File: src/rtl/dm_pkg.sv
// Shared encodings for the data-memory arbiter: access sizes, FSM states and
// the default byte-address width.
package dm_pkg;

  localparam int unsigned ADDR_W_DEFAULT = 12;

  localparam logic [1:0] SZ_BYTE = 2'b00;
  localparam logic [1:0] SZ_HALF = 2'b01;
  localparam logic [1:0] SZ_WORD = 2'b10;

  typedef enum logic [1:0] {
    StIdle   = 2'b00,
    StAccess = 2'b01,
    StResp   = 2'b10
  } dm_state_e;

endpackage

File: src/rtl/dm_lane_dec.sv
// Byte-lane decode: turns access size, low address bits and write data into
// byte enables, lane-positioned write data and a misalignment flag.
module dm_lane_dec
  import dm_pkg::*;
(
  input  logic [1:0]  size_i,
  input  logic [1:0]  addr_lo_i,
  input  logic [31:0] wdata_i,
  output logic [3:0]  be_o,
  output logic [31:0] data_o,
  output logic        misaligned_o
);

  always_comb begin
    be_o         = 4'b0000;
    data_o       = 32'h0;
    misaligned_o = 1'b0;
    case (size_i)
      SZ_BYTE: begin
        // Byte data always travels on bits 7:0; only the enable selects the lane.
        be_o   = 4'b0001 << addr_lo_i;
        data_o = {24'h0, wdata_i[7:0]};
      end
      SZ_HALF: begin
        misaligned_o = addr_lo_i[0];
        data_o       = addr_lo_i[1] ? {wdata_i[15:0], 16'h0} : {16'h0, wdata_i[15:0]};
        if (!addr_lo_i[0]) be_o = addr_lo_i[1] ? 4'b1100 : 4'b0011;
      end
      SZ_WORD: begin
        misaligned_o = |addr_lo_i;
        data_o       = wdata_i;
        if (addr_lo_i == 2'b00) be_o = 4'b1111;
      end
      default: misaligned_o = 1'b1;
    endcase
  end

endmodule

File: src/rtl/dm_arbiter.sv
// Two-requester round-robin arbiter in front of a single-port data memory.
// Each grant runs IDLE -> ACCESS -> RESP; all outputs are registered.
module dm_arbiter
  import dm_pkg::*;
#(
  parameter int unsigned ADDR_W = ADDR_W_DEFAULT
) (
  input  logic              Clk,
  input  logic              Reset,
  input  logic              req0,
  input  logic              we0,
  input  logic [ADDR_W-1:0] addr0,
  input  logic [1:0]        size0,
  input  logic              sign0,
  input  logic [31:0]       wdata0,
  input  logic              req1,
  input  logic              we1,
  input  logic [ADDR_W-1:0] addr1,
  input  logic [1:0]        size1,
  input  logic              sign1,
  input  logic [31:0]       wdata1,
  output logic              ack0,
  output logic              err0,
  output logic [31:0]       rdata0,
  output logic              ack1,
  output logic              err1,
  output logic [31:0]       rdata1,
  output logic [ADDR_W-3:0] dm_A,
  output logic [31:0]       dm_D,
  output logic [3:0]        dm_Membe,
  output logic              dm_Sign,
  output logic              dm_Memwrite,
  output logic              dm_Memread,
  input  logic [31:0]       dm_out
);

  dm_state_e         state_q, state_d;
  logic              gnt_q, gnt_d, last_q, last_d, we_q, we_d, mis_q, mis_d;
  logic              ack0_q, ack0_d, ack1_q, ack1_d, err0_q, err0_d, err1_q, err1_d;
  logic [31:0]       rdata0_q, rdata0_d, rdata1_q, rdata1_d;
  logic [ADDR_W-3:0] dm_a_q, dm_a_d;
  logic [31:0]       dm_d_q, dm_d_d;
  logic [3:0]        dm_be_q, dm_be_d;
  logic              dm_sign_q, dm_sign_d, dm_wr_q, dm_wr_d, dm_rd_q, dm_rd_d;

  logic              sel, sel_we, sel_sign;
  logic [ADDR_W-1:0] sel_addr;
  logic [1:0]        sel_size;
  logic [31:0]       sel_wdata, dec_data, rd_val;
  logic [3:0]        dec_be;
  logic              dec_mis;

  // On a tie the requester that did not win last time is chosen.
  assign sel       = (req0 & req1) ? ~last_q : req1;
  assign sel_we    = sel ? we1 : we0;
  assign sel_sign  = sel ? sign1 : sign0;
  assign sel_addr  = sel ? addr1 : addr0;
  assign sel_size  = sel ? size1 : size0;
  assign sel_wdata = sel ? wdata1 : wdata0;
  assign rd_val    = (we_q | mis_q) ? 32'h0 : dm_out;

  dm_lane_dec u_lane_dec (
    .size_i      (sel_size),
    .addr_lo_i   (sel_addr[1:0]),
    .wdata_i     (sel_wdata),
    .be_o        (dec_be),
    .data_o      (dec_data),
    .misaligned_o(dec_mis)
  );

  always_comb begin
    state_d   = state_q;
    gnt_d     = gnt_q;
    last_d    = last_q;
    we_d      = we_q;
    mis_d     = mis_q;
    ack0_d    = 1'b0;
    ack1_d    = 1'b0;
    err0_d    = 1'b0;
    err1_d    = 1'b0;
    rdata0_d  = rdata0_q;
    rdata1_d  = rdata1_q;
    dm_a_d    = dm_a_q;
    dm_d_d    = dm_d_q;
    dm_sign_d = dm_sign_q;
    dm_be_d   = 4'b0000;
    dm_wr_d   = 1'b0;
    dm_rd_d   = 1'b0;
    unique case (state_q)
      StIdle: begin
        if (req0 | req1) begin
          state_d   = StAccess;
          gnt_d     = sel;
          last_d    = sel;
          we_d      = sel_we;
          mis_d     = dec_mis;
          dm_a_d    = sel_addr[ADDR_W-1:2];
          dm_d_d    = dec_data;
          dm_sign_d = sel_sign;
          if (!dec_mis) begin
            dm_be_d = dec_be;
            dm_wr_d = sel_we;
            dm_rd_d = ~sel_we;
          end
        end
      end
      StAccess: begin
        state_d = StResp;
        ack0_d  = ~gnt_q;
        ack1_d  = gnt_q;
        err0_d  = ~gnt_q & mis_q;
        err1_d  = gnt_q & mis_q;
        if (gnt_q) rdata1_d = rd_val;
        else       rdata0_d = rd_val;
      end
      StResp:  state_d = StIdle;
      default: state_d = StIdle;
    endcase
  end

  always_ff @(posedge Clk or negedge Reset) begin
    if (!Reset) begin
      state_q   <= StIdle;
      gnt_q     <= 1'b0;
      last_q    <= 1'b1;
      we_q      <= 1'b0;
      mis_q     <= 1'b0;
      ack0_q    <= 1'b0;
      ack1_q    <= 1'b0;
      err0_q    <= 1'b0;
      err1_q    <= 1'b0;
      rdata0_q  <= 32'h0;
      rdata1_q  <= 32'h0;
      dm_a_q    <= '0;
      dm_d_q    <= 32'h0;
      dm_be_q   <= 4'b0000;
      dm_sign_q <= 1'b0;
      dm_wr_q   <= 1'b0;
      dm_rd_q   <= 1'b0;
    end else begin
      state_q   <= state_d;
      gnt_q     <= gnt_d;
      last_q    <= last_d;
      we_q      <= we_d;
      mis_q     <= mis_d;
      ack0_q    <= ack0_d;
      ack1_q    <= ack1_d;
      err0_q    <= err0_d;
      err1_q    <= err1_d;
      rdata0_q  <= rdata0_d;
      rdata1_q  <= rdata1_d;
      dm_a_q    <= dm_a_d;
      dm_d_q    <= dm_d_d;
      dm_be_q   <= dm_be_d;
      dm_sign_q <= dm_sign_d;
      dm_wr_q   <= dm_wr_d;
      dm_rd_q   <= dm_rd_d;
    end
  end

  assign ack0        = ack0_q;
  assign ack1        = ack1_q;
  assign err0        = err0_q;
  assign err1        = err1_q;
  assign rdata0      = rdata0_q;
  assign rdata1      = rdata1_q;
  assign dm_A        = dm_a_q;
  assign dm_D        = dm_d_q;
  assign dm_Membe    = dm_be_q;
  assign dm_Sign     = dm_sign_q;
  assign dm_Memwrite = dm_wr_q;
  assign dm_Memread  = dm_rd_q;

endmodule
File: config.mk
export PLATFORM = sky130hd
export DESIGN_NAME = dm_arbiter
export DESIGN_NICKNAME = d
export VERILOG_FILES = /design/src/rtl/dm_pkg.sv /design/src/rtl/dm_lane_dec.sv /design/src/rtl/dm_arbiter.sv
export SDC_FILE = /design/constraint.sdc
export NUM_CORES = 1
export LEC_CHECK = 0
export CAP_MARGIN = 15
export CORE_UTILIZATION = 25
export DETAILED_ROUTE_END_ITERATION = 7
export PLACE_DENSITY = 0.52
export SYNTH_ARGS = -nofsm -noshare
export SYNTH_HDL_FRONTEND = slang
export SYNTH_SLANG_ARGS = --single-unit
File: constraint.sdc
create_clock -name Clk -period 4.4 [get_ports Clk]
set_clock_uncertainty 0.1 [all_clocks]
set_input_delay 1.1 -clock Clk [delete_from_list [all_inputs] [get_ports Clk]]
set_output_delay 1.1 -clock Clk [all_outputs]
set_load 0.02 [all_outputs]
==> results.cfg <==
[power]
p_per_area_nw_per_um2 = 692
peakVddDrop_uv = 329
total_leakage_power_nw = 3.69
power_mw = 6.08

[critical_path]
cp_max_fo = 32
cpMaxStageDelayCell = a21bo_2
rr_endpoint = dm_D[31]
slowest_delay_ns = 0.60
reg2reg_depth = 4
r2r_start = last_q
cp_data_arrival_time_ns = 3.24
endpoint_kind = flip-flop
crit_start = req0
crit_chain = clkdlybuf4s50_1 -> a21bo_2 -> mux2i_4 -> nand2_2 -> o22ai_1
cp.required_ns = 4.62
worst-path-buf-inv = 1
critPathTopFamily = compound AO/OA/AOI/OAI gates
r2r_slack_ns = 2.10
crit_path_end = dm_D[31]
cp-start-kind = primary input
cp.depth = 5
worstSetupPathType = in2reg

[logic_synthesis]
syn_inst = 573
yosys_warnings = 0
synth_flop_cell = dfrtp_1
syn_area_per_cell_um2 = 9.46
yosysTopAreaCellShare = 0.563
async_flop_share = 1.00
synth-edff-count = 0
ys_seq_area_frac = 0.568
ys_seq_elements = 123
synthDistinctLibCells = 42
synthTopCellsByArea = dfrtp_1 (56%), nand2_1 (9.1%), o21ai_0 (5.4%)
synth_area_um2 = 5420
syn_nets = 705
yosys-top-cells-count = nand2_1 (131), dfrtp_1 (122), o21ai_0 (58), nor2_1 (37), nand3_1 (29)
synth_most_common_cell = nand2_1
yosysTopAreaCell = dfrtp_1

[layout]
layout.nets = 935
areaGrowthSynthToFinish_pct = 62.1
drive_gt1_frac = 0.0637
antenna_cells = 0

[routing]
drc = 0
initialDrtViolationCount = 154
wire_per_inst_um = 16.7
first_pass_iters = 4
drt-total-wl_um = 18200
vias = 4997
wl_met1_um = 8080
routed.top_layer = met4
ant_nets = 0
wl_met2_um = 8260
wl_met3_um = 1550
vias_per_cell = 4.58

[sta]
worst_slack_ns = 1.38
max_freq_mhz = 331
report.final.setup_viol = 0
period_needed_ns = 3.02
finalCritPeriodShare = 0.686
setup-tns-final_ns = 0
holdWs_ns = 0.377
finalMaxSlewViolations = 0
rsz0062_at_grt = false
hold_viol_final = 0
tightest_slew_ns = 0.969
relSlewSlack = 0.354

[flow_run]
max-cap-violations = 0

[placed_design]
pre_cts_ws_ns = 0.960
dpl.hpwl_um = 12900
portBuffers = 248
finalWeightedCongestion = 0.840

[clock_tree]
clockBufferDepth = 2
cts-resized-gates = 0
post_cts_buffers = 0
numCtsBuffers = 17
cts_root_buffer = clkbuf_16
cts_tree = yes
clkTransAtPathRegs_ns = 0.06
clk_latency_ns = 0.41
holdBufCountCts = 0
htreeDepth = 4
clock_sinks = 123

[die]
die_x_um = 149
core_area_um2 = 21200
placementRows = 53
num_io_pins = 249
dieArea_um2 = 22300
die_y_um = 149
initial_core_util = 0.256

[global_route]
overflow = 0
grt_max_degree = 104
antenna_found_initial = 1
grt_pass1_vias = 5003
grt_usage = 0.166
grt_pass1_wl_um = 28100

[min_path]
min-delay-path-class = reg2reg

[outcome]
status = completed
==> per-layer routing <==
metal / vias up / global-route usage
met4: 0 / 0.0551
met5: - / 0
met2: 213 / 0.257
li1: 2458 / -
met3: 21 / 0.0532
met1: 2305 / 0.217
==> area by class of cell <==
class | count | area [um^2]
Multi-Input combinational cell | 396 | 2130
Clock buffer | 20 | 447
Fill cell | 2085 | 12400
Sequential cell | 123 | 3080
Clock inverter | 12 | 171
Tap cell | 275 | 344
Inverter | 6 | 22.5
Timing Repair Buffer | 259 | 2590
==> placed cells by master, fill, tap and decap left out, types with 5 or more instances in the layout <==
cell type	count
clkdlybuf4s50_1	247
nand2_1	130
dfrtp_1	122
o21ai_0	58
nor2_1	36
nand3_1	29
a21oi_1	20
clkbuf_16	17
a22o_1	15
o21ai_1	13
a31oi_1	11
mux2i_1	9
buf_4	9
and3_1	8
a311oi_1	7
o22ai_1	7
a221o_1	7
inv_1	6
nor2b_1	5
==> logic make-up (layout without fill, tap and decap cells) <==
| family | Yosys count | count (layout) | share of synthesized area |
|---|---|---|---|
| DFF | 123 | 123 | 0.568 |
| AOI/OAI and AO/OA | 163 | 163 | 0.192 |
| and+or+nand+nor | 221 | 221 | 0.173 |
| xor gates and xnor gates | 2 | 2 | 0.00323 |
| muxes | 10 | 10 | 0.0208 |
| buffers and inverters | 54 | 297 | 0.0436 |
==> power breakdown <==
part           switching, mW  internal [mW]
clock                  0.508          0.959
sequential             0.264           1.61
combinational           1.53           1.21
==> worst min-delay path by stage <==
stage	startpoint	endpoint	slack, ns	cells after the start
5_1_grt	rdata0[8]	rdata0[8]	0.39	2
3_3_place_gp	rdata1[6]	rdata1[6]	0.36	2
3_5_place_dp	rdata1[27]	rdata1[27]	0.37	2
2_1_floorplan	state_q[1]	state_q[1]	0.33	1
6_report	rdata1[23]	rdata1[23]	0.38	2
4_1_cts	rdata1[27]	rdata1[27]	0.38	2
==> sequential cells by signal, summed over array words and instances, names as in the netlist, 2 cells and up <==
| signal | count |
|---|---|
| rdata0 | 32 |
| dm_Membe | 4 |
| dm_D | 32 |
| dm_A | 10 |
| state_q | 2 |
| rdata1 | 32 |
==> worst min-delay path, delay by kind of cell, from the launching register on <==
kind               cells  cell delay (ns)
AOI/OAI and AO/OA      1             0.06
DFF                    1             0.34
and+or+nand+nor        1             0.04
==> per-stage QoR <==
step | instances | util | cell area [um^2]
6_report | 1091 | 0.415 | 8790
5_1_grt | 1091 | 0.415 | 8790
2_1_floorplan | 573 | - | 5420
3_5_place_dp | 1058 | 0.385 | 8150
4_1_cts | 1090 | 0.414 | 8770
3_3_place_gp | 1058 | 0.385 | 8150
Power figures use the tool's default switching activity.
